### src/rtl/stump_ctrl_pkg.sv
`default_nettype none
// ============================================================================
// stump_ctrl_pkg : shared encodings for the Stump control sequencer
// Rev 1.0
// ============================================================================
package stump_ctrl_pkg;

  typedef logic [1:0] state_t;

  localparam state_t c_st_fetch   = 2'b00;
  localparam state_t c_st_execute = 2'b01;
  localparam state_t c_st_memory  = 2'b10;
  localparam state_t c_st_illegal = 2'b11;

  localparam logic [2:0] c_op_add  = 3'b000;
  localparam logic [2:0] c_op_adc  = 3'b001;
  localparam logic [2:0] c_op_sub  = 3'b010;
  localparam logic [2:0] c_op_sbc  = 3'b011;
  localparam logic [2:0] c_op_and  = 3'b100;
  localparam logic [2:0] c_op_or   = 3'b101;
  localparam logic [2:0] c_op_ldst = 3'b110;
  localparam logic [2:0] c_op_bcc  = 3'b111;

  localparam logic [3:0] c_cond_al = 4'h0;
  localparam logic [3:0] c_cond_nv = 4'h1;
  localparam logic [3:0] c_cond_hi = 4'h2;
  localparam logic [3:0] c_cond_ls = 4'h3;
  localparam logic [3:0] c_cond_cc = 4'h4;
  localparam logic [3:0] c_cond_cs = 4'h5;
  localparam logic [3:0] c_cond_ne = 4'h6;
  localparam logic [3:0] c_cond_eq = 4'h7;
  localparam logic [3:0] c_cond_vc = 4'h8;
  localparam logic [3:0] c_cond_vs = 4'h9;
  localparam logic [3:0] c_cond_pl = 4'hA;
  localparam logic [3:0] c_cond_mi = 4'hB;
  localparam logic [3:0] c_cond_ge = 4'hC;
  localparam logic [3:0] c_cond_lt = 4'hD;
  localparam logic [3:0] c_cond_gt = 4'hE;
  localparam logic [3:0] c_cond_le = 4'hF;

  localparam int c_cc_n = 3;
  localparam int c_cc_z = 2;
  localparam int c_cc_v = 1;
  localparam int c_cc_c = 0;

  function automatic logic is_alu_op(input logic [2:0] op);
    logic r;
    case (op)
      c_op_add, c_op_adc, c_op_sub,
      c_op_sbc, c_op_and, c_op_or:  r = 1'b1;
      default:                      r = 1'b0;
    endcase
    return r;
  endfunction

endpackage
`default_nettype wire

### src/rtl/stump_cond_eval.sv
`default_nettype none
// ============================================================================
// stump_cond_eval : evaluates a 4-bit branch condition against the N/Z/V/C flags
// Rev 1.0
// ============================================================================
module stump_cond_eval
  import stump_ctrl_pkg::*;
(
  input  logic [3:0] cond,
  input  logic [3:0] cc,
  output logic       cond_true
);

  logic w_n, w_z, w_v, w_c;

  assign w_n = cc[c_cc_n];
  assign w_z = cc[c_cc_z];
  assign w_v = cc[c_cc_v];
  assign w_c = cc[c_cc_c];

  always_comb begin
    cond_true = 1'b0;
    case (cond)
      c_cond_al: cond_true = 1'b1;
      c_cond_nv: cond_true = 1'b0;
      c_cond_hi: cond_true = ~w_c & ~w_z;
      c_cond_ls: cond_true = w_c | w_z;
      c_cond_cc: cond_true = ~w_c;
      c_cond_cs: cond_true = w_c;
      c_cond_ne: cond_true = ~w_z;
      c_cond_eq: cond_true = w_z;
      c_cond_vc: cond_true = ~w_v;
      c_cond_vs: cond_true = w_v;
      c_cond_pl: cond_true = ~w_n;
      c_cond_mi: cond_true = w_n;
      c_cond_ge: cond_true = w_n ~^ w_v;
      c_cond_lt: cond_true = w_n ^ w_v;
      c_cond_gt: cond_true = ~w_z & (w_n ~^ w_v);
      c_cond_le: cond_true = w_z | (w_n ^ w_v);
      default:   cond_true = 1'b0;
    endcase
  end

endmodule
`default_nettype wire

### src/rtl/stump_control_fsm.sv
`default_nettype none
// ============================================================================
// stump_control_fsm : FETCH/EXECUTE/MEMORY sequencer and instruction decoder
// Rev 1.0
// ============================================================================
module stump_control_fsm
  import stump_ctrl_pkg::*;
#(
  parameter logic [1:0] RESET_STATE = 2'b00,
  parameter logic [2:0] PC_REG      = 3'd7
)(
  input  logic        CLK,
  input  logic        RST,
  input  logic [15:0] ir,
  input  logic [3:0]  cc,
  input  logic        mem_ready,
  output logic        fetch,
  output logic        execute,
  output logic        memory,
  output logic        ir_en,
  output logic        pc_inc,
  output logic        reg_write,
  output logic [2:0]  dest,
  output logic [2:0]  srcA,
  output logic [2:0]  srcB,
  output logic        opB_sel,
  output logic        ext_op,
  output logic [2:0]  alu_func,
  output logic [1:0]  shift_op,
  output logic        cc_en,
  output logic        addr_en,
  output logic        mem_ren,
  output logic        mem_wen,
  output logic        branch_taken
);

  state_t     r_state;
  state_t     w_next_state;
  logic [2:0] w_op;
  logic       w_imm;
  logic       w_sbit;
  logic       w_cond_true;

  assign w_op   = ir[15:13];
  assign w_imm  = ir[12];
  assign w_sbit = ir[11];

  stump_cond_eval u_cond_eval (
    .cond      (ir[11:8]),
    .cc        (cc),
    .cond_true (w_cond_true)
  );

  always_ff @(posedge CLK or posedge RST) begin
    if (RST) r_state <= RESET_STATE;
    else     r_state <= w_next_state;
  end

  always_comb begin
    w_next_state = r_state;
    fetch        = 1'b0;
    execute      = 1'b0;
    memory       = 1'b0;
    ir_en        = 1'b0;
    pc_inc       = 1'b0;
    reg_write    = 1'b0;
    dest         = 3'd0;
    srcA         = 3'd0;
    srcB         = 3'd0;
    opB_sel      = 1'b0;
    ext_op       = 1'b0;
    alu_func     = 3'd0;
    shift_op     = 2'd0;
    cc_en        = 1'b0;
    addr_en      = 1'b0;
    mem_ren      = 1'b0;
    mem_wen      = 1'b0;
    branch_taken = 1'b0;

    // Reset overrides everything so no write strobe can glitch while RST is high.
    if (RST) begin
      fetch   = 1'b1;
      mem_ren = 1'b1;
    end else begin
      case (r_state)
        c_st_fetch: begin
          fetch   = 1'b1;
          mem_ren = 1'b1;
          if (mem_ready) begin
            ir_en        = 1'b1;
            pc_inc       = 1'b1;
            w_next_state = c_st_execute;
          end
        end

        c_st_execute: begin
          execute      = 1'b1;
          w_next_state = c_st_fetch;
          if (is_alu_op(w_op)) begin
            reg_write = 1'b1;
            dest      = ir[10:8];
            srcA      = ir[7:5];
            srcB      = ir[4:2];
            opB_sel   = w_imm;
            alu_func  = w_op;
            shift_op  = w_imm ? 2'b00 : ir[1:0];
            cc_en     = w_sbit;
          end else if (w_op == c_op_ldst) begin
            srcA         = ir[7:5];
            opB_sel      = w_imm;
            addr_en      = 1'b1;
            w_next_state = c_st_memory;
          end else if (w_op == c_op_bcc) begin
            // Branch target = PC + sign-extended 8-bit offset, written back to PC.
            srcA         = PC_REG;
            dest         = PC_REG;
            opB_sel      = 1'b1;
            ext_op       = 1'b1;
            branch_taken = w_cond_true;
            reg_write    = w_cond_true;
          end
        end

        c_st_memory: begin
          memory = 1'b1;
          if (w_sbit) begin
            mem_wen = 1'b1;
            srcB    = ir[10:8];
          end else begin
            mem_ren = 1'b1;
            if (mem_ready) begin
              reg_write = 1'b1;
              dest      = ir[10:8];
            end
          end
          if (mem_ready) w_next_state = c_st_fetch;
        end

        // Illegal encoding presents as FETCH but never loads IR; it recovers next edge.
        c_st_illegal: begin
          fetch        = 1'b1;
          mem_ren      = 1'b1;
          w_next_state = c_st_fetch;
        end

        default: w_next_state = c_st_fetch;
      endcase
    end
  end

endmodule
`default_nettype wire
### config.mk
export PLATFORM = sky130hd
export DESIGN_NAME = stump_control_fsm
export DESIGN_NICKNAME = d
export VERILOG_FILES = /design/src/rtl/stump_ctrl_pkg.sv /design/src/rtl/stump_cond_eval.sv /design/src/rtl/stump_control_fsm.sv
export SDC_FILE = /design/constraint.sdc
export NUM_CORES = 1
export LEC_CHECK = 0
export BUFFER_PORTS_ARGS = -buffer_cell sky130_fd_sc_hd__clkbuf_2
export CORE_MARGIN = 2
export CORE_UTILIZATION = 32
export DETAILED_ROUTE_END_ITERATION = 10
export GPL_TIMING_DRIVEN = 0
export HOLD_SLACK_MARGIN = 0.05
export PLACE_DENSITY = 0.74
export SYNTH_ARGS = -nofsm -noshare
export SYNTH_HDL_FRONTEND = slang
export SYNTH_SLANG_ARGS = --single-unit
### constraint.sdc
create_clock -name CLK -period 1.4 [get_ports CLK]
set_clock_uncertainty 0.05 [all_clocks]
set_input_delay 0.07 -clock CLK [delete_from_list [all_inputs] [get_ports CLK]]
set_output_delay 0.07 -clock CLK [all_outputs]
set_load 0.02 [all_outputs]
==> metrics.md <==
| Metric | Value |
|---|---|
| Status | complete, but fails checks |
| Failing checks | negative setup slack |
| Gr usage total | 0.224 |
| Cell family with most CP delay | buffers and inverters |
| Arr. time, crit path | 1740 ps |
| Largest cells by area after synthesis | dfrtp_1 (9.4%), ha_1 (9.4%), nand2_1 (7.7%) |
| WS Path Type | reg -> out |
| N_diodes | 0 |
| Synthesized Nets | 108 |
| Share of cells above drive strength 1 | 0.679 |
| Post-Syn Area | 533 µm² |
| Power Density | 1210 nW/µm² |
| Dpl cell area | 882 µm² |
| Vias | 900 |
| Hold Path Class | in -> reg |
| Clk buf depth | 2 |
| Slowest stage delay, CP | 380 ps |
| Antenna violations before repair | 0 |
| Final Cycle Share | 1.33 |
| Share of the synthesized area in the top cell type | 0.0939 |
| Num rows | 14 |
| Clock Sinks | 2 |
| CP endpoint kind | primary output |
| DRC | 0 |
| Total global routing overflow | 0 |
| Yosys cell types | 28 |
| Vias per inst | 5.77 |
| Vias in the first global route | 772 |
| Slew margin rel. | 0.733 |
| Ports | 50 |
| Antenna viol nets, final | 0 |
| MaxCap Viol Count | 0 |
| Yosys reg bits | 2 |
| Clk root buf | clkbuf_4 |
| Post-DP HPWL | 1460 µm |
| CTS clock-pin slew for the worst setup and hold paths | 30 ps |
| Syn Inst Count | 81 |
| Standard cell core area | 1540 µm² |
| Port Buffers | 47 |
| Yosys Warn Count | 0 |
| Final max-slew violation count | 0 |
| Drt total wl | 2690 µm |
| Clock Latency Late Sink | 220 ps |
| GP Congestion | 0.835 |
| Worst Tran Pin Value | 395 ps |
| Final setup margin | -464 ps |
| DIE AREA | 2010 µm² |
| Drt pass-1 iters | 5 |
| Filler Cell Count | 91 |
| TNS Setup | -6390 ps |
| Area growth syn-to-layout | 130% |
| Post-synthesis sequential area ratio | 0.0939 |
| Unrepaired setup endpoints after global routing | true |
| Largest register FFs | 2 |
| Dominant cell type by area after synthesis | dfrtp_1 |
| Worst-path cell chain | inv_2, ha_4, buf_6, nand4_1, buf_6, nor2_4, a21o_1, clkbuf_8 |
| Nets | 169 |
| Async S/R FF share, synth | 1.00 |
| Mean post-synth cell area | 6.58 µm² |
| CTS Buf Count | 3 |
| Startpoint Class | register |
| Reg with most FFs | r_state |
| Leakage | 0.579 nW |
| WP buf/inv | 4 |
| Max Clk Rate | 537 MHz |
| Die H | 44.8 µm |
| Post-route cell area | 1230 µm² |
| CTS tree | done |
| Final setup vio count | 25 |
| CP dominant cell by count | buf_6 |
| Top cells by count, synth | nand2_1 (11), nor2_1 (11), inv_1 (6) |
| Reg area | 50.0 µm² |
| Post-route minimum period | 1860 ps |
| Crit path max fanout | 5 |
| Largest net degree at the start of global routing | 10 |
| Multi-input combinational cell area | 627 µm² |
| Post-synth EDFFs | 0 |
| Synth Flop Type | dfrtp_1 |
| Hold Violations, Final | 0 |
| Global-route wire length before repair | 3280 µm |
| CTS H-Tree Depth | 1 |
| Slowest CP cell | dfrtp_1 |
| Req. time, crit path | 1280 ps |
| Routed wire per std cell | 17.2 µm |
| Die Span X | 44.8 µm |
| Starting density of the core | 0.346 |
| Peak supply drop | 0.892 mV |
| DRT iter0 DRCs | 20 |
| Biggest regs | r_state x2 |
## stage by stage
stage	util	setup WS (ps)	hold slack, ps	power (W)	cells
after floorplan	-	-68.8	-219	0.000641	81
after global placement	0.572	-261	29.6	0.000845	144
after detailed placement	0.572	-270	30.2	0.000859	144
after CTS	0.725	-393	258	0.00126	153
after global routing	0.796	-526	373	0.00156	156
final	0.796	-464	311	0.00148	156
## kinds of logic after synthesis
family | Yosys count | synth area share
flip-flops | 2 | 0.0939
XOR/XNOR | 2 | 0.0329
adder cells (fa/ha/maj) | 4 | 0.0939
AND/OR/NAND/NOR | 42 | 0.411
buffers and inverters | 10 | 0.0775
multiplexers | 1 | 0.0282
AO/OA/AOI/OAI | 20 | 0.263
## final cells by class
class | count | area share
flip-flops and latches | 2 | 0.0408
repair buffers | 57 | 0.378
inverters | 7 | 0.0296
clock buffers | 3 | 0.0183
well taps | 16 | 0.0163
plain buffers | 2 | 0.00612
multi-input cells | 69 | 0.511
## worst register-to-register path, cell delays in order (launching register included)
cell and delay, ps:
dfrtp_1 380, inv_2 130, ha_4 200, buf_6 130
nor4b_1 350, nand2_1 120, o21ai_0 90
## report_power, final
group / internal (W) / switching, W / total [W]
clock: 0.0000946 / 0.0000324 / 0.000127
combinational: 0.000595 / 0.000670 / 0.00127
sequential: 0.0000753 / 0.0000142 / 0.0000895
total: 0.000765 / 0.000716 / 0.00148
## cells in the final DEF, fill, tap and decap left out, drive strengths merged
cell | Yosys | routed
and3 | 3 | 3
inv | 7 | 7
ha | 4 | 4
a31o | 1 | 1
nor3 | 2 | 2
nor2 | 11 | 11
clkbuf | 2 | 39
xor2 | 2 | 2
buf | 1 | 22
and2b | 1 | 1
dlygate4sd3 | 0 | 1
nor4b | 1 | 1
a21o | 2 | 2
a221oi | 1 | 1
dfrtp | 2 | 2
nand4 | 2 | 2
nor3b | 5 | 5
a22oi | 1 | 1
mux2 | 1 | 1
nand2 | 11 | 11
a31oi | 3 | 3
nor2b | 2 | 2
o21ai | 3 | 3
a21oi | 5 | 5
and2 | 1 | 1
a32oi | 4 | 4
nand3 | 3 | 3
## final timing paths
check                           start         end  slack (ps)  depth (start not counted)
max                        r_state[1]     srcA[0]        -460                          8
max in group asynchronous         RST  r_state[0]         660                          3
min                         mem_ready  r_state[1]         310                          4
min reg2reg                r_state[1]  r_state[1]         610                          2
min in group asynchronous         RST  r_state[1]         520                          3
max reg2reg                r_state[1]  r_state[1]        -130                          6
## metal layers
layer  wire length [µm]  vias to the layer above  GRT usage
li1                   -                      417          -
met1                998                      426      0.248
met2               1450                       45      0.420
met3                149                       12     0.0240
met4                 85                        0      0.112
met5                  0                        -          0
## timing repair
action,4_1_cts,5_1_grt
endpoints found under the hold margin,2,0
setup buffers,6,3
hold buffers,1,0
pin swaps,7,9
setup endpoints to repair,26,27
resized for setup,40,35
(Power assumes the default switching activity.)
